`config.mk`:
```
export PLATFORM = sky130hd
export DESIGN_NAME = johnson_rx_monitor_flat
export DESIGN_NICKNAME = d
export VERILOG_FILES = /design/src/rtl/johnson_pkg.sv /design/src/rtl/johnson_rx_monitor_if.sv /design/src/rtl/johnson_decode.sv /design/src/rtl/johnson_rx_monitor.sv /design/src/flat_wrapper.sv
export SDC_FILE = /design/constraint.sdc
export NUM_CORES = 1
export LEC_CHECK = 0
export BUFFER_PORTS_ARGS = -buffer_cell sky130_fd_sc_hd__buf_2
export CAP_MARGIN = 10
export CORE_MARGIN = 2
export CORE_UTILIZATION = 40
export DETAILED_ROUTE_END_ITERATION = 6
export HOLD_SLACK_MARGIN = 0.12
export PLACE_DENSITY_LB_ADDON = 0.08
export SYNTH_ARGS = -nofsm -noshare
export SYNTH_HDL_FRONTEND = slang
export SYNTH_SLANG_ARGS = --single-unit
```
`constraint.sdc`:
```
create_clock -name clk -period 4.53 [get_ports clk]
set_clock_uncertainty 0.15 [all_clocks]
set_input_delay 0 -clock clk [delete_from_list [all_inputs] [get_ports clk]]
set_output_delay 0 -clock clk [all_outputs]
set_load 0.01 [all_outputs]
```
`src/rtl/johnson_pkg.sv`:
```
// Shared types and constants for the Johnson code monitor.
// Holds the FSM states and the code/index table.
package johnson_pkg;

    localparam int JOHNSON_W = 4;

    typedef enum logic [1:0] {
        SEARCH  = 2'd0,
        ACQUIRE = 2'd1,
        LOCKED  = 2'd2
    } state_t;

    // Entry i is the Johnson word for position i.
    localparam logic [0:7][JOHNSON_W-1:0] CODE_TAB = {
        4'b0000, 4'b1000, 4'b1100, 4'b1110,
        4'b1111, 4'b0111, 4'b0011, 4'b0001
    };

endpackage

```
`src/rtl/johnson_rx_monitor_if.sv`:
```
// Code stream in, decode and lock status out.
// Master drives samples, slave is the monitor.
interface johnson_rx_monitor_if
    import johnson_pkg::*;
#(
    parameter int ERR_W = 8
);
    logic [JOHNSON_W-1:0] code_in;
    logic                 code_valid;
    logic [2:0]           index;
    logic                 index_valid;
    logic                 locked;
    logic                 dir;
    logic                 illegal;
    logic                 seq_err;
    logic [ERR_W-1:0]     err_count;

    modport master (
        output code_in, code_valid,
        input  index, index_valid, locked, dir,
        input  illegal, seq_err, err_count
    );

    modport slave (
        input  code_in, code_valid,
        output index, index_valid, locked, dir,
        output illegal, seq_err, err_count
    );
endinterface

```
`src/rtl/johnson_decode.sv`:
```
// Combinational Johnson word to position decoder.
// Flags the eight non-Johnson words as illegal.
module johnson_decode
    import johnson_pkg::*;
(
    input  logic [JOHNSON_W-1:0] code_in,
    output logic [2:0]           index,
    output logic                 legal
);
    // table lookup; at most one entry can match
    always_comb begin
        index = 3'd0;
        legal = 1'b0;
        for (int i = 0; i < 8; i++) begin
            if (code_in == CODE_TAB[i]) begin
                index = 3'(i);
                legal = 1'b1;
            end
        end
    end
endmodule

```
`src/rtl/johnson_rx_monitor.sv`:
```
// Johnson code stream monitor: lock, direction
// and error tracking over a sampled code stream.
module johnson_rx_monitor
    import johnson_pkg::*;
#(
    parameter int LOCK_COUNT = 3,
    parameter int ERR_W      = 8
) (
    input logic                 clk,
    input logic                 clr,
    johnson_rx_monitor_if.slave bus
);
    localparam logic [2:0] LC = 3'(LOCK_COUNT);

    state_t           state;
    logic [2:0]       idx_q;
    logic [2:0]       cnt_q;
    logic             iv_q;
    logic             lock_q;
    logic             dir_q;
    logic             ill_q;
    logic             seq_q;
    logic [ERR_W-1:0] err_q;

    logic [2:0]       dec_idx;
    logic             dec_legal;
    logic             fwd;
    logic             rev;
    logic             stall;
    logic             ahead;
    logic             step_ok;

    johnson_decode u_dec (
        .code_in (bus.code_in),
        .index   (dec_idx),
        .legal   (dec_legal)
    );

    // classify the new sample against the last legal position
    always_comb begin
        fwd     = dec_idx == idx_q + 3'd1;
        rev     = dec_idx == idx_q - 3'd1;
        stall   = dec_idx == idx_q;
        ahead   = dir_q ? rev : fwd;
        step_ok = (cnt_q == 3'd0) ? (fwd | rev) : ahead;
    end

    // sequencing FSM with registered outputs and error counter
    always_ff @(posedge clk or negedge clr) begin
        if (!clr) begin
            state  <= SEARCH;
            idx_q  <= 3'd0;
            cnt_q  <= 3'd0;
            iv_q   <= 1'b0;
            lock_q <= 1'b0;
            dir_q  <= 1'b0;
            ill_q  <= 1'b0;
            seq_q  <= 1'b0;
            err_q  <= '0;
        end else begin
            iv_q  <= 1'b0;
            ill_q <= 1'b0;
            seq_q <= 1'b0;
            if (bus.code_valid) begin
                if (!dec_legal) begin
                    ill_q  <= 1'b1;
                    state  <= SEARCH;
                    cnt_q  <= 3'd0;
                    lock_q <= 1'b0;
                    if (err_q != '1)
                        err_q <= err_q + ERR_W'(1);
                end else begin
                    idx_q <= dec_idx;
                    iv_q  <= 1'b1;
                    unique case (state)
                        SEARCH: begin
                            state <= ACQUIRE;
                            cnt_q <= 3'd0;
                        end
                        ACQUIRE: begin
                            if (stall) begin
                                cnt_q <= cnt_q;
                            end else if (step_ok) begin
                                if (cnt_q == 3'd0)
                                    dir_q <= rev;
                                if (cnt_q + 3'd1 == LC) begin
                                    state  <= LOCKED;
                                    lock_q <= 1'b1;
                                    cnt_q  <= 3'd0;
                                end else begin
                                    cnt_q <= cnt_q + 3'd1;
                                end
                            end else begin
                                cnt_q <= 3'd0;
                            end
                        end
                        LOCKED: begin
                            if (!(stall | ahead)) begin
                                seq_q  <= 1'b1;
                                lock_q <= 1'b0;
                                state  <= ACQUIRE;
                                cnt_q  <= 3'd0;
                                if (err_q != '1)
                                    err_q <= err_q + ERR_W'(1);
                            end
                        end
                        default: begin
                            state  <= SEARCH;
                            lock_q <= 1'b0;
                            cnt_q  <= 3'd0;
                        end
                    endcase
                end
            end
        end
    end

    assign bus.index       = idx_q;
    assign bus.index_valid = iv_q;
    assign bus.locked      = lock_q;
    assign bus.dir         = dir_q;
    assign bus.illegal     = ill_q;
    assign bus.seq_err     = seq_q;
    assign bus.err_count   = err_q;

endmodule

```
`src/flat_wrapper.sv`:
```
// flat-port wrapper written by rule: the top's interface ports become plain ports
module johnson_rx_monitor_flat import johnson_pkg::*;
#(
    parameter int LOCK_COUNT = 3,
    parameter int ERR_W      = 8
)
  (clk, clr, bus_code_in, bus_code_valid, bus_index, bus_index_valid, bus_locked, bus_dir, bus_illegal, bus_seq_err, bus_err_count);
  johnson_rx_monitor_if #(.ERR_W(ERR_W)) bus_i ();
  input logic clk;
  input logic clr;
  input wire logic [$bits(bus_i.code_in)-1:0] bus_code_in;
  input wire logic [$bits(bus_i.code_valid)-1:0] bus_code_valid;
  output wire logic [$bits(bus_i.index)-1:0] bus_index;
  output wire logic [$bits(bus_i.index_valid)-1:0] bus_index_valid;
  output wire logic [$bits(bus_i.locked)-1:0] bus_locked;
  output wire logic [$bits(bus_i.dir)-1:0] bus_dir;
  output wire logic [$bits(bus_i.illegal)-1:0] bus_illegal;
  output wire logic [$bits(bus_i.seq_err)-1:0] bus_seq_err;
  output wire logic [$bits(bus_i.err_count)-1:0] bus_err_count;
  assign bus_i.code_in = bus_code_in;
  assign bus_i.code_valid = bus_code_valid;
  assign bus_index = bus_i.index;
  assign bus_index_valid = bus_i.index_valid;
  assign bus_locked = bus_i.locked;
  assign bus_dir = bus_i.dir;
  assign bus_illegal = bus_i.illegal;
  assign bus_seq_err = bus_i.seq_err;
  assign bus_err_count = bus_i.err_count;
  johnson_rx_monitor #(.LOCK_COUNT(LOCK_COUNT), .ERR_W(ERR_W)) u_core (.clk(clk), .clr(clr), .bus(bus_i));
endmodule
```
==> impl_metrics.ini, run 1 <==
[outcome]
status = finished clean

[global_routing]
grtUsageMet3_pct = 2.91
use_met1_pct = 22.0
top_usage_layer = met2
grt_max_degree = 22
gr-usage-met2_pct = 28.3
grt_pass1_vias = 1244
grt_pass1_wl_um = 5660
grt_usage_pct = 16.9
gr-total-overflow = 0
antenna_found_initial = 0

[sta]
tns_ps = 0
tightest_slew_ps = 959
max_clock_freq_ghz = 0.276
rsz0062_at_grt = no
fin_crit_sh_pct = 80.0
drv_slew = 0
layout_min_cycle_time_ps = 3620
setup_viol = 0
relSlewSlack_pct = 35.9
hold_viol_final = 0
timing.final.ws_setup_ps = 908

[setup_path]
rrSetupSlack_ps = 910
cp-start-kind = flip-flop
cp.arrival_ps = 3610
crit_fanout = 10
required_ps = 4520
cp-end-kind = flip-flop
criticalPathCategory = reg -> reg

[synth]
synth_area_leaders = dfrtp_1 35%, ha_1 5.0%, xnor2_1 4.1%
syn_area_per_cell_um2 = 9.65
synth_area_mm2 = 0.00151
yosys_warnings = 0
ys.flop_type = dfrtp_1
ys_seq_area_share_pct = 34.9
syn_inst = 156
synth-seq-cells = 21
postSynth.asyncResetShare_pct = 100
synth-edff-count = 0
synth_top_area_share_pct = 34.9
ys_types = 54
yosysTopAreaCell = dfrtp_1
syn_nets = 169

[die]
ios = 23
rows = 22
die_y_um = 65.3
start_util_pct = 41.4
core_area_mm2 = 0.00363
die_area_mm2 = 0.00427
die_w_um = 65.3

[min_path]
hp-class = in -> reg

[route]
drtIter0Drc = 45
ant_nets = 0
vias_per_cell = 5.59
dr.pass1.iters = 4
wirelength_um = 3190
drc = 0
vias = 1291
avgRoutedWirePerCell_um = 13.8

[clock_network]
cts_made_buffers = 3
cts_tree = yes
clock_latency_ps = 260
cts.sinks = 21
postCtsSetupBuffers = 0
cts-hold-fix-buffers = 7
cts.path.max_buffers = 2
clk_pin_slew_ps = 70
h-tree-depth = 1
cts_resized = 0
root_buffer = clkbuf_8

[finish]
nets = 197
layout-drive-gt1-share_pct = 17.5
diodes = 0
syn_to_final_growth_pct = 17.0

[place]
io_buffer_count = 22
post-place-ws_ps = 940
dpl.hpwl_um = 2390
place_congestion = 0.810

[power_and_ir_drop]
fin_total_pwr_uw = 670
peakVddDrop_mv = 0.115
p_per_area_mw_per_mm2 = 380
leakagePower_uw = 0.000789

[job]
drv_cap = 0
[layout make-up]
class	count	area, um^2
fillers	368	1870
multi-input cells	121	921
flip-flops and latches	21	526
repair buffers	29	180
well taps	48	60.1
clock buffers	4	45.0
inverters	8	30.0
[sequential cells by signal, indices dropped and copies added (netlist names)]
register	flops
u_core.bus.dir	1
u_core.bus.err_count	8
u_core.bus.illegal	1
u_core.bus.index	3
u_core.bus.index_valid	1
u_core.bus.locked	1
u_core.bus.seq_err	1
u_core.cnt_q	3
u_core.state	2
[final timing paths]
check	from	end	depth (start not counted)
hold / removal	bus_code_in[1]	u_core.bus.index[0]$_DFFE_PN0P_	4
setup reg to reg	u_core.bus.index[0]$_DFFE_PN0P_	u_core.bus.dir$_DFFE_PN0P_	9
setup / recovery	u_core.bus.index[0]$_DFFE_PN0P_	u_core.bus.dir$_DFFE_PN0P_	9
max in group asynchronous	clr	u_core.cnt_q[1]$_DFFE_PN0P_	3
hold reg to reg	u_core.bus.err_count[5]$_DFFE_PN0P_	u_core.bus.err_count[5]$_DFFE_PN0P_	1
min in group asynchronous	clr	u_core.state[0]$_DFFE_PN0P_	3
[worst max-delay path, cell delays in order, from the launching register on]
cell	delay, ps
dfrtp_1	560
inv_1	140
ha_1	480
mux2_2	370
o22a_1	210
a311oi_4	350
mux2i_2	160
a211o_1	340
or4_1	420
mux2_1	320
[logic make-up (layout without fill, tap and decap cells)]
group	Yosys count	in the layout	share of synthesized area (%)
flops	21	21	34.9
buf+inv	14	41	3.91
mux	7	7	5.32
fa+ha+maj	6	6	4.99
simple gates	56	56	22.3
xor+xnor	11	11	8.23
compound gates	41	41	20.4
[where the power goes]
part / switching (uW) / leakage [uW] / internal [uW]
Clock: 58.1 / 0.0000228 / 62.6
Combinational: 138 / 0.000492 / 131
Sequential: 54.2 / 0.000274 / 227
[layer usage]
metal  vias to the layer above  wire (um)
li1                        638          -
met1                       628       1520
met2                        21       1540
met3                         4         99
met4                         0         36
met5                         -          0
[layout by cell type, fill, tap and decap left out, types with 3 or more instances in the layout]
cell type	count
nor2b_1	3
dfrtp_1	21
a21oi_1	9
nand3_1	3
nor3_1	4
nor2_1	7
a221oi_1	3
mux2_2	3
inv_1	8
nand2b_1	8
o21ai_1	4
nand4_1	3
xnor2_1	7
nand3b_1	4
nand2_1	8
ha_1	6
dlygate4sd3_1	7
o21ai_0	4
clkbuf_8	3
buf_2	22
[synthesized netlist by cell type (all sizes together), types with 2 or more instances]
cell and n:
o22ai 2, and3 2, a21oi 9, nand3 3
nand2b 9, buf 3, a221o 2, xnor2 7
nand4b 2, and4 2, nor3 4, inv 8
and2 2, xor2 2, xnor3 2, ha 6
o21ai 8, a31oi 2, or2 3, mux2 5
nor2b 3, nand3b 4, o21a 2, clkbuf 3
nand4 3, dfrtp 21, mux2i 2, a221oi 3
nand2 8, nor2 7
[stage by stage]
step                      hold slack (ps)  utilization (%)  cell area [um^2]  cells
after CTS                             152             48.5              1760    231
after detailed placement             -166             45.3              1650    220
after global routing                  215             48.5              1760    231
after global placement               -152             45.3              1650    220
final                                 167             48.5              1760    231
after floorplan                      -446                -              1510    156
No activity file was read; power rests on OpenSTA's default activity.
==> inputs of run 2 (changes only) <==
clock period = 3.51 ns   (was 4.53 ns; I/O delays follow)
==> run 2 against run 1 <==
Non-clock buffer count rose by 2. Clock power rose by 31%. Critical path depth rose by 2. Design area rose by 0.78%. Largest cell class unchanged.
==> impl_metrics.ini, run 2 (same netlist as run 1, synthesis figures left out) <==
[outcome]
status = finished clean

[route]
vias = 1318
wirelength_um = 3290
drc = 0
ant_nets = 0
vias_per_cell = 5.66
dr.pass1.iters = 4
drtIter0Drc = 133
avgRoutedWirePerCell_um = 14.1

[sta]
tightest_slew_ps = 942
hold_viol_final = 0
drv_slew = 0
rsz0062_at_grt = no
fin_crit_sh_pct = 90.3
relSlewSlack_pct = 37.0
layout_min_cycle_time_ps = 3170
tns_ps = 0
max_clock_freq_ghz = 0.315
setup_viol = 0

[power_and_ir_drop]
leakagePower_uw = 0.000802
p_per_area_mw_per_mm2 = 496
peakVddDrop_mv = 0.259

[setup_path]
r2r_end = u_core.bus.dir$_DFFE_PN0P_
cp.arrival_ps = 3160
criticalPathCategory = reg -> reg
rrSetupSlack_ps = 340
crit_slowest_cell = dfrtp_1
reg2reg_depth = 11
crit_chain = inv_1, ha_1, buf_4, nand3b_1, o21ai_1, a221oi_1, a311oi_4, mux2i_2, a211o_1, or4_1, mux2_1
worstReg2RegStart = u_core.bus.index[1]$_DFFE_PN0P_
endpoint = u_core.bus.dir$_DFFE_PN0P_
required_ps = 3500
cp-start-kind = flip-flop
cp-end-kind = flip-flop
startpoint = u_core.bus.index[1]$_DFFE_PN0P_
crit_fanout = 9
critical_path.max_stage_delay_ps = 430

[die]
die_area_mm2 = 0.00427
core_area_mm2 = 0.00363
start_util_pct = 41.4
ios = 23
rows = 22
die_w_um = 65.3
die_y_um = 65.3

[clock_network]
h-tree-depth = 1
postCtsSetupBuffers = 0
cts.path.max_buffers = 2
cts.sinks = 21
cts_made_buffers = 3
clock_latency_ps = 260
cts_tree = yes
root_buffer = clkbuf_8
clk_pin_slew_ps = 80

[finish]
utilization_pct = 48.9
layout-drive-gt1-share_pct = 19.5
nets = 199
final_common_cell = buf_2
largest_reg_flops = 8
syn_to_final_growth_pct = 18.0
final.fill_count = 357
seqCellArea_um2 = 526
diodes = 0
mostFrequentLayoutCells = 22 x buf_2, 21 x dfrtp_1, 9 x a21oi_1
multi_input_area_um2 = 921

[global_routing]
grt_max_degree = 22
antenna_found_initial = 0
grt_pass1_wl_um = 5670
grt_usage_pct = 16.9
grt_pass1_vias = 1239
gr-total-overflow = 0

[min_path]
hp-class = in -> reg

[place]
place_congestion = 0.803
io_buffer_count = 22
dpl.hpwl_um = 2500

[job]
drv_cap = 0
-- run 2: cell count changes in the layout (fill, tap and decap cells not counted), sizes merged --
| cell | before | now |
|---|---|---|
| dlygate4sd3 | 7 | 6 |
| buf | 22 | 25 |
| clkinv | 0 | 1 |
| clkbuf | 4 | 3 |
-- run 2: worst min-delay path by stage --
stage,slack [ps],depth (start not counted),to,from
after global routing,200,4,u_core.bus.index[0]$_DFFE_PN0P_,bus_code_in[1]
after global placement,-160,1,u_core.bus.index[0]$_DFFE_PN0P_,clr
final,140,4,u_core.bus.index[0]$_DFFE_PN0P_,bus_code_in[1]
after CTS,130,4,u_core.bus.index[0]$_DFFE_PN0P_,bus_code_in[1]
after detailed placement,-160,1,u_core.bus.index[0]$_DFFE_PN0P_,clr
after floorplan,-450,0,u_core.bus.dir$_DFFE_PN0P_,clr
-- run 2: final cells by class --
type,count,area share [%]
Multi-Input combinational cell,121,51.9
Sequential cell,21,29.6
Timing Repair Buffer,31,10.9
Tap cell,48,3.38
Clock buffer,3,2.33
Inverter,8,1.69
Clock inverter,1,0.282
-- run 2: stage by stage --
stage               instances  cell area, um^2  setup WS [ps]  hold slack, ps  total power, uW
global route              233             1780           86.0             200              950
global placement          223             1670            423            -163              710
finish                    233             1780            339             144              880
detailed placement        223             1670            329            -161              721
floorplan                 156             1510            123            -446              601
CTS                       233             1780            326             127              889
-- run 2: what timing repair did --
item                      CTS  global route
hold endpoints to repair   28             0
resized for setup           0             0
hold buffers                6             0
-- run 2: worst max-delay path, delay by kind of cell (launching register included) --
kind / cells / cell delay (ps)
compound gates: 4 / 970
fa+ha+maj: 1 / 290
mux: 2 / 470
flops: 1 / 430
buf+inv: 2 / 220
simple gates: 2 / 530
-- run 2: power breakdown --
| group | switching, uW | total [uW] | internal [uW] |
|---|---|---|---|
| logic | 189 | 365 | 177 |
| clock network | 78.7 | 158 | 79.0 |
| registers | 65.0 | 357 | 292 |
| total | 332 | 880 | 548 |
-- run 2: metal layers --
| layer | vias to the layer above | wire, um | global-route usage, % |
|---|---|---|---|
| met1 | 641 | 1520 | 22.4 |
| li1 | 639 | - | - |
| met4 | 0 | 38 | 4.43 |
| met3 | 6 | 175 | 4.11 |
| met5 | - | 0 | 0 |
| met2 | 32 | 1560 | 27.7 |
